$ cat src/rtl/div_iter_if.sv
// div_iter_if: handshake and data bundle for the iterative divider.
//   in_valid/in_ready   : operand handshake (producer -> divider)
//   dividend/divisor    : operands, WIDTH bits
//   sign                : 1 = signed, 0 = unsigned operation
//   flush               : abort the in-flight operation
//   out_valid/out_ready : result handshake (divider -> consumer)
//   quotient/remainder  : results, WIDTH bits
interface div_iter_if #(
  parameter int unsigned WIDTH = 64
);
  logic             in_valid;
  logic             in_ready;
  logic [WIDTH-1:0] dividend;
  logic [WIDTH-1:0] divisor;
  logic             sign;
  logic             flush;
  logic             out_valid;
  logic             out_ready;
  logic [WIDTH-1:0] quotient;
  logic [WIDTH-1:0] remainder;

  modport master (
    output in_valid, dividend, divisor, sign, flush, out_ready,
    input  in_ready, out_valid, quotient, remainder
  );

  modport slave (
    input  in_valid, dividend, divisor, sign, flush, out_ready,
    output in_ready, out_valid, quotient, remainder
  );
endinterface

$ cat src/rtl/div_iter.sv
// div_iter: sequential radix-2 restoring divider, one quotient bit per cycle.
// RISC-V M semantics: quotient rounds toward zero, remainder takes the sign
// of the dividend; divide-by-zero gives all-ones / dividend, signed overflow
// (MIN / -1) gives MIN / 0.
// Ports:
//   clk  : clock, rising edge
//   rst  : asynchronous active-high reset
//   bus  : div_iter_if slave (operand/result handshakes, flush)
module div_iter #(
  parameter int unsigned WIDTH = 64
) (
  input  logic      clk,
  input  logic      rst,
  div_iter_if.slave bus
);

  localparam int unsigned CNT_W = $clog2(WIDTH + 1);
  localparam logic [WIDTH-1:0] MIN_NEG = {1'b1, {(WIDTH-1){1'b0}}};

  typedef enum logic [2:0] {
    S_IDLE,
    S_PREP,
    S_CALC,
    S_FIX,
    S_DONE
  } state_t;

  state_t           state_q;
  logic [WIDTH-1:0] a_q;        // dividend, shifts into quotient during CALC
  logic [WIDTH-1:0] b_q;        // divisor
  logic [WIDTH-1:0] r_q;        // partial remainder
  logic [CNT_W-1:0] cnt_q;
  logic             sign_q;
  logic             neg_q_q;
  logic             neg_r_q;
  logic             out_valid_q;
  logic [WIDTH-1:0] quotient_q;
  logic [WIDTH-1:0] remainder_q;

  logic [WIDTH:0]   shift_w;
  logic             fits_w;
  logic [WIDTH-1:0] diff_w;
  logic [WIDTH-1:0] a_abs_w;
  logic [WIDTH-1:0] b_abs_w;
  logic             ovf_w;

  always_comb begin
    shift_w = {r_q, a_q[WIDTH-1]};
    fits_w  = (shift_w >= {1'b0, b_q});
    // When the trial subtraction fits, the difference is below the divisor
    // and therefore representable in WIDTH bits.
    diff_w  = shift_w[WIDTH-1:0] - b_q;
    a_abs_w = (sign_q && a_q[WIDTH-1]) ? (~a_q + 1'b1) : a_q;
    b_abs_w = (sign_q && b_q[WIDTH-1]) ? (~b_q + 1'b1) : b_q;
    ovf_w   = sign_q && (a_q == MIN_NEG) && (b_q == '1);
  end

  always_ff @(posedge clk or posedge rst) begin
    if (rst) begin
      state_q     <= S_IDLE;
      a_q         <= '0;
      b_q         <= '0;
      r_q         <= '0;
      cnt_q       <= '0;
      sign_q      <= 1'b0;
      neg_q_q     <= 1'b0;
      neg_r_q     <= 1'b0;
      out_valid_q <= 1'b0;
      quotient_q  <= '0;
      remainder_q <= '0;
    end else begin
      case (state_q)
        S_IDLE: begin
          if (bus.in_valid && !bus.flush) begin
            a_q     <= bus.dividend;
            b_q     <= bus.divisor;
            sign_q  <= bus.sign;
            state_q <= S_PREP;
          end
        end
        S_PREP: begin
          if (bus.flush) begin
            state_q <= S_IDLE;
          end else begin
            neg_q_q <= sign_q && (a_q[WIDTH-1] ^ b_q[WIDTH-1]);
            neg_r_q <= sign_q && a_q[WIDTH-1];
            if (b_q == '0) begin
              quotient_q  <= '1;
              remainder_q <= a_q;
              out_valid_q <= 1'b1;
              state_q     <= S_DONE;
            end else if (ovf_w) begin
              quotient_q  <= a_q;
              remainder_q <= '0;
              out_valid_q <= 1'b1;
              state_q     <= S_DONE;
            end else begin
              a_q     <= a_abs_w;
              b_q     <= b_abs_w;
              r_q     <= '0;
              cnt_q   <= CNT_W'(WIDTH);
              state_q <= S_CALC;
            end
          end
        end
        S_CALC: begin
          if (bus.flush) begin
            state_q <= S_IDLE;
          end else begin
            r_q   <= fits_w ? diff_w : shift_w[WIDTH-1:0];
            a_q   <= {a_q[WIDTH-2:0], fits_w};
            cnt_q <= cnt_q - 1'b1;
            if (cnt_q == CNT_W'(1)) state_q <= S_FIX;
          end
        end
        S_FIX: begin
          if (bus.flush) begin
            state_q <= S_IDLE;
          end else begin
            quotient_q  <= neg_q_q ? (~a_q + 1'b1) : a_q;
            remainder_q <= neg_r_q ? (~r_q + 1'b1) : r_q;
            out_valid_q <= 1'b1;
            state_q     <= S_DONE;
          end
        end
        S_DONE: begin
          if (bus.flush || bus.out_ready) begin
            out_valid_q <= 1'b0;
            state_q     <= S_IDLE;
          end
        end
        default: begin
          out_valid_q <= 1'b0;
          state_q     <= S_IDLE;
        end
      endcase
    end
  end

  assign bus.in_ready  = (state_q == S_IDLE);
  assign bus.out_valid = out_valid_q;
  assign bus.quotient  = quotient_q;
  assign bus.remainder = remainder_q;

endmodule

$ cat src/flat_wrapper.sv
// flat-port wrapper written by rule: the top's interface ports become plain ports
module div_iter_flat 
#(
  parameter int unsigned WIDTH = 64
)
  (clk, rst, bus_in_valid, bus_dividend, bus_divisor, bus_sign, bus_flush, bus_out_ready, bus_in_ready, bus_out_valid, bus_quotient, bus_remainder);
  div_iter_if #(.WIDTH(WIDTH)) bus_i ();
  input  logic clk;
  input  logic rst;
  input wire logic [$bits(bus_i.in_valid)-1:0] bus_in_valid;
  input wire logic [$bits(bus_i.dividend)-1:0] bus_dividend;
  input wire logic [$bits(bus_i.divisor)-1:0] bus_divisor;
  input wire logic [$bits(bus_i.sign)-1:0] bus_sign;
  input wire logic [$bits(bus_i.flush)-1:0] bus_flush;
  input wire logic [$bits(bus_i.out_ready)-1:0] bus_out_ready;
  output wire logic [$bits(bus_i.in_ready)-1:0] bus_in_ready;
  output wire logic [$bits(bus_i.out_valid)-1:0] bus_out_valid;
  output wire logic [$bits(bus_i.quotient)-1:0] bus_quotient;
  output wire logic [$bits(bus_i.remainder)-1:0] bus_remainder;
  assign bus_i.in_valid = bus_in_valid;
  assign bus_i.dividend = bus_dividend;
  assign bus_i.divisor = bus_divisor;
  assign bus_i.sign = bus_sign;
  assign bus_i.flush = bus_flush;
  assign bus_i.out_ready = bus_out_ready;
  assign bus_in_ready = bus_i.in_ready;
  assign bus_out_valid = bus_i.out_valid;
  assign bus_quotient = bus_i.quotient;
  assign bus_remainder = bus_i.remainder;
  div_iter #(.WIDTH(WIDTH)) u_core (.clk(clk), .rst(rst), .bus(bus_i));
endmodule
$ cat config.mk
export PLATFORM = sky130hd
export DESIGN_NAME = div_iter_flat
export DESIGN_NICKNAME = d
export VERILOG_FILES = /design/src/rtl/div_iter_if.sv /design/src/rtl/div_iter.sv /design/src/flat_wrapper.sv
export SDC_FILE = /design/constraint.sdc
export NUM_CORES = 1
export LEC_CHECK = 0
export BUFFER_PORTS_ARGS = -buffer_cell sky130_fd_sc_hd__buf_2
export CAP_MARGIN = 0
export CORE_AREA = 2 2 242 172
export DETAILED_ROUTE_END_ITERATION = 6
export DIE_AREA = 0 0 244 174
export PLACE_DENSITY = 0.86
export SYNTH_ARGS = -nofsm -noshare
export SYNTH_HDL_FRONTEND = slang
export SYNTH_SLANG_ARGS = --single-unit
export TNS_END_PERCENT = 1
$ cat constraint.sdc
create_clock -name clk -period 17.89 [get_ports clk]
set_input_delay 2.6835 -clock clk [delete_from_list [all_inputs] [get_ports clk]]
set_output_delay 2.6835 -clock clk [all_outputs]
set_load 0.05 [all_outputs]
==> metrics.txt <==
status=complete, no violations; max cap viols=0; Hold Path Depth=2; CP Capture Type=flop; clock buffer depth=3; H-tree Lvls=2; # rows=62; fin cells=3,698; final hold slack=0.477 ns; antenna viol nets, final=0; Final Total Pwr=4000 µW; core box area=40,400 µm²; max_slew headroom=22.0%; wl on met1=33,200 µm; Post-Syn Area=23,900 µm²; number of cells on the worst reg-to-reg path=15; unrepaired setup endpoints after global routing=no; gpl congestion=0.978; input/output buffers=263; DRC=0; WL final=80,700 µm; critical path fanouts, max=51; IO Count=264; EDFF count, synth=0; Fin Setup TNS=0 ns; cells after synthesis=3,028; CTS Buf Count=37; syn_nets=3,233; Synth Area per Inst=7.89 µm²; Power Density=151 nW/µm²; Root Buffer=clkbuf_16; CP required=18.29 ns; dpl cells=3,625; post-CTS setup buffers=0; die area=42,500 µm²; most common flop cell mapped by yosys=dfrtp_1; CP Class=flop to flop; fmax=200 MHz; Final setup viols=0; post-synthesis async set-or-reset flop share=100%; fin. max-slew vios=0; metal2 WL=35,900 µm; Worst VDD drop=0.101 mV; Ys Warns=0; most common cell after layout, fill and taps aside=nand2_1; global-route wire length before repair=126,000 µm; Worst-Skew Late Latency=0.55 ns; R2R setup slack=12.90 ns; number of global-route vias before repair=22,700; largest net degree at the start of global routing=131; Clock Skews=0.0264 ns; Leakage Power=0.0119 µW; GRT Overall Usage=37.1%; post-synthesis sequential area ratio=35.0%; Final min period=4.99 ns; Die W=244 µm; register bit total from synthesis=334; placed wire-length estimate=57,900 µm; chip height=174 µm; Layout area overhead=10.5%; antenna violations before repair=4; Initial DRT Pass Iterations=7; reg2reg start=u_core.b_q[14]; hold_sp=u_core.bus.quotient[55]; post-DR vias/cell=6.65; Iter 0 DRT Violations=3,477; distinct cell type count after synthesis=85; Slew @ Worst Pin=1.17 ns; most frequent cells in the layout=nand2_1, dfrtp_1, o21ai_0; RR Endpoint=u_core.r_q[55]; Sink Count=334; total global routing overflow=0; DR WL met3=8590 µm; clk slew on worst S/H paths=0.06 ns; routed len/inst=21.8 µm; part of the cycle the worst path needs=27.9%; TritonCTS clock tree=done; Initial Utilization=59.1%; layout cells sized above 1=13.0%; WHS Endpoint=u_core.bus.quotient[55]; Fin. Hold Viols=0; HP Class=flop to flop; fin nets=3,325; Top Layer Used=met4; Setup crit start=u_core.b_q[14]; crit path DAT=5.39 ns; hold buffer count at cts=0; DR vias=24,600; post_cts resized=0; CP Launch Type=flop
## worst max-delay path: stages, from the launching register on
cell	delay, ns
dfrtp_1	0.44
inv_1	0.09
ha_1	0.35
a21oi_1	0.26
o21a_1	0.19
o21ai_0	0.08
a221o_1	0.37
a2111oi_0	0.38
o21ai_1	0.15
buf_4	0.20
nor3_1	0.17
o31ai_1	0.18
a21oi_4	0.57
buf_4	0.77
nand2b_1	0.46
o21ai_0	0.17
## cell type report
class / count / area, µm²
clock buffer: 49 / 1040
timing repair buffer: 290 / 1520
sequential: 334 / 8360
tap: 544 / 681
multi-input combinational: 2350 / 14100
inverter: 107 / 409
fill: 3359 / 14000
clock inverter: 18 / 255
antenna: 6 / 15.0
## metrics by stage
step	util [%]	cell area, µm²	worst slack, ns
floorplan	-	23900	5.95
global placement	62.1	25100	12.68
detailed placement	62.1	25100	12.61
CTS	65.3	26400	12.99
global route	65.3	26400	12.51
finish	65.3	26400	12.90
## flip-flops by register name, indices dropped and copies added, names as in the netlist, 3 cells and up
name                  cells
u_core.state_q            3
u_core.a_q               64
u_core.bus.quotient      64
u_core.bus.remainder     64
u_core.b_q               64
u_core.r_q               64
u_core.cnt_q              7
## how the worst max path moves through the flow
| stage | to | slack (ns) | cells past startpoint |
|---|---|---|---|
| CTS | u_core.r_q[56] | 12.99 | 15 |
| detailed placement | u_core.r_q[48] | 12.61 | 8 |
| global placement | u_core.r_q[48] | 12.68 | 8 |
| finish | u_core.r_q[55] | 12.90 | 15 |
| global route | u_core.r_q[63] | 12.51 | 14 |
| floorplan | u_core.a_q[0] | 5.95 | 1 |
## cell usage after synthesis, drive strengths merged (37+ instances only)
library cell	number	area share, %
a21o	39	1.2
a221oi	42	1.5
dfrtp	334	35
nand4	47	1.3
ha	70	3.7
nand3	73	1.5
nand2	379	6.0
xor2	76	2.8
mux2i	52	2.2
nor4	42	1.3
clkbuf	171	2.7
o21ai	391	8.2
a21oi	193	4.1
xnor2	120	4.4
or3	37	1.0
o22ai	54	1.4
nor3	104	2.2
a22oi	53	1.7
inv	106	1.7
buf	66	1.8
a31oi	38	1.0
nor2	274	4.3
## cells by family after synthesis
family	Yosys count	share of synthesized area, %
AO/OA/AOI/OAI	951	24.3
XOR/XNOR	196	7.19
adder cells (fa/ha/maj)	71	3.75
flip-flops	334	35.0
AND/OR/NAND/NOR	1078	21.3
multiplexers	54	2.27
buffers and inverters	344	6.16
## where the power goes
part	leakage, µW	internal [µW]	total (µW)	switching [µW]
Clock	0.000634	498	836	338
Sequential	0.00434	939	1280	340
Combinational	0.00693	684	1880	1200
Total	0.0119	2120	4000	1880
## metal layers
| layer | vias up | track usage, % |
|---|---|---|
| met5 | - | 0 |
| met4 | 0 | 13.0 |
| met3 | 216 | 6.42 |
| met2 | 1586 | 57.0 |
| met1 | 11700 | 52.8 |
| li1 | 11100 | - |
Power figures use the tool's default switching activity.
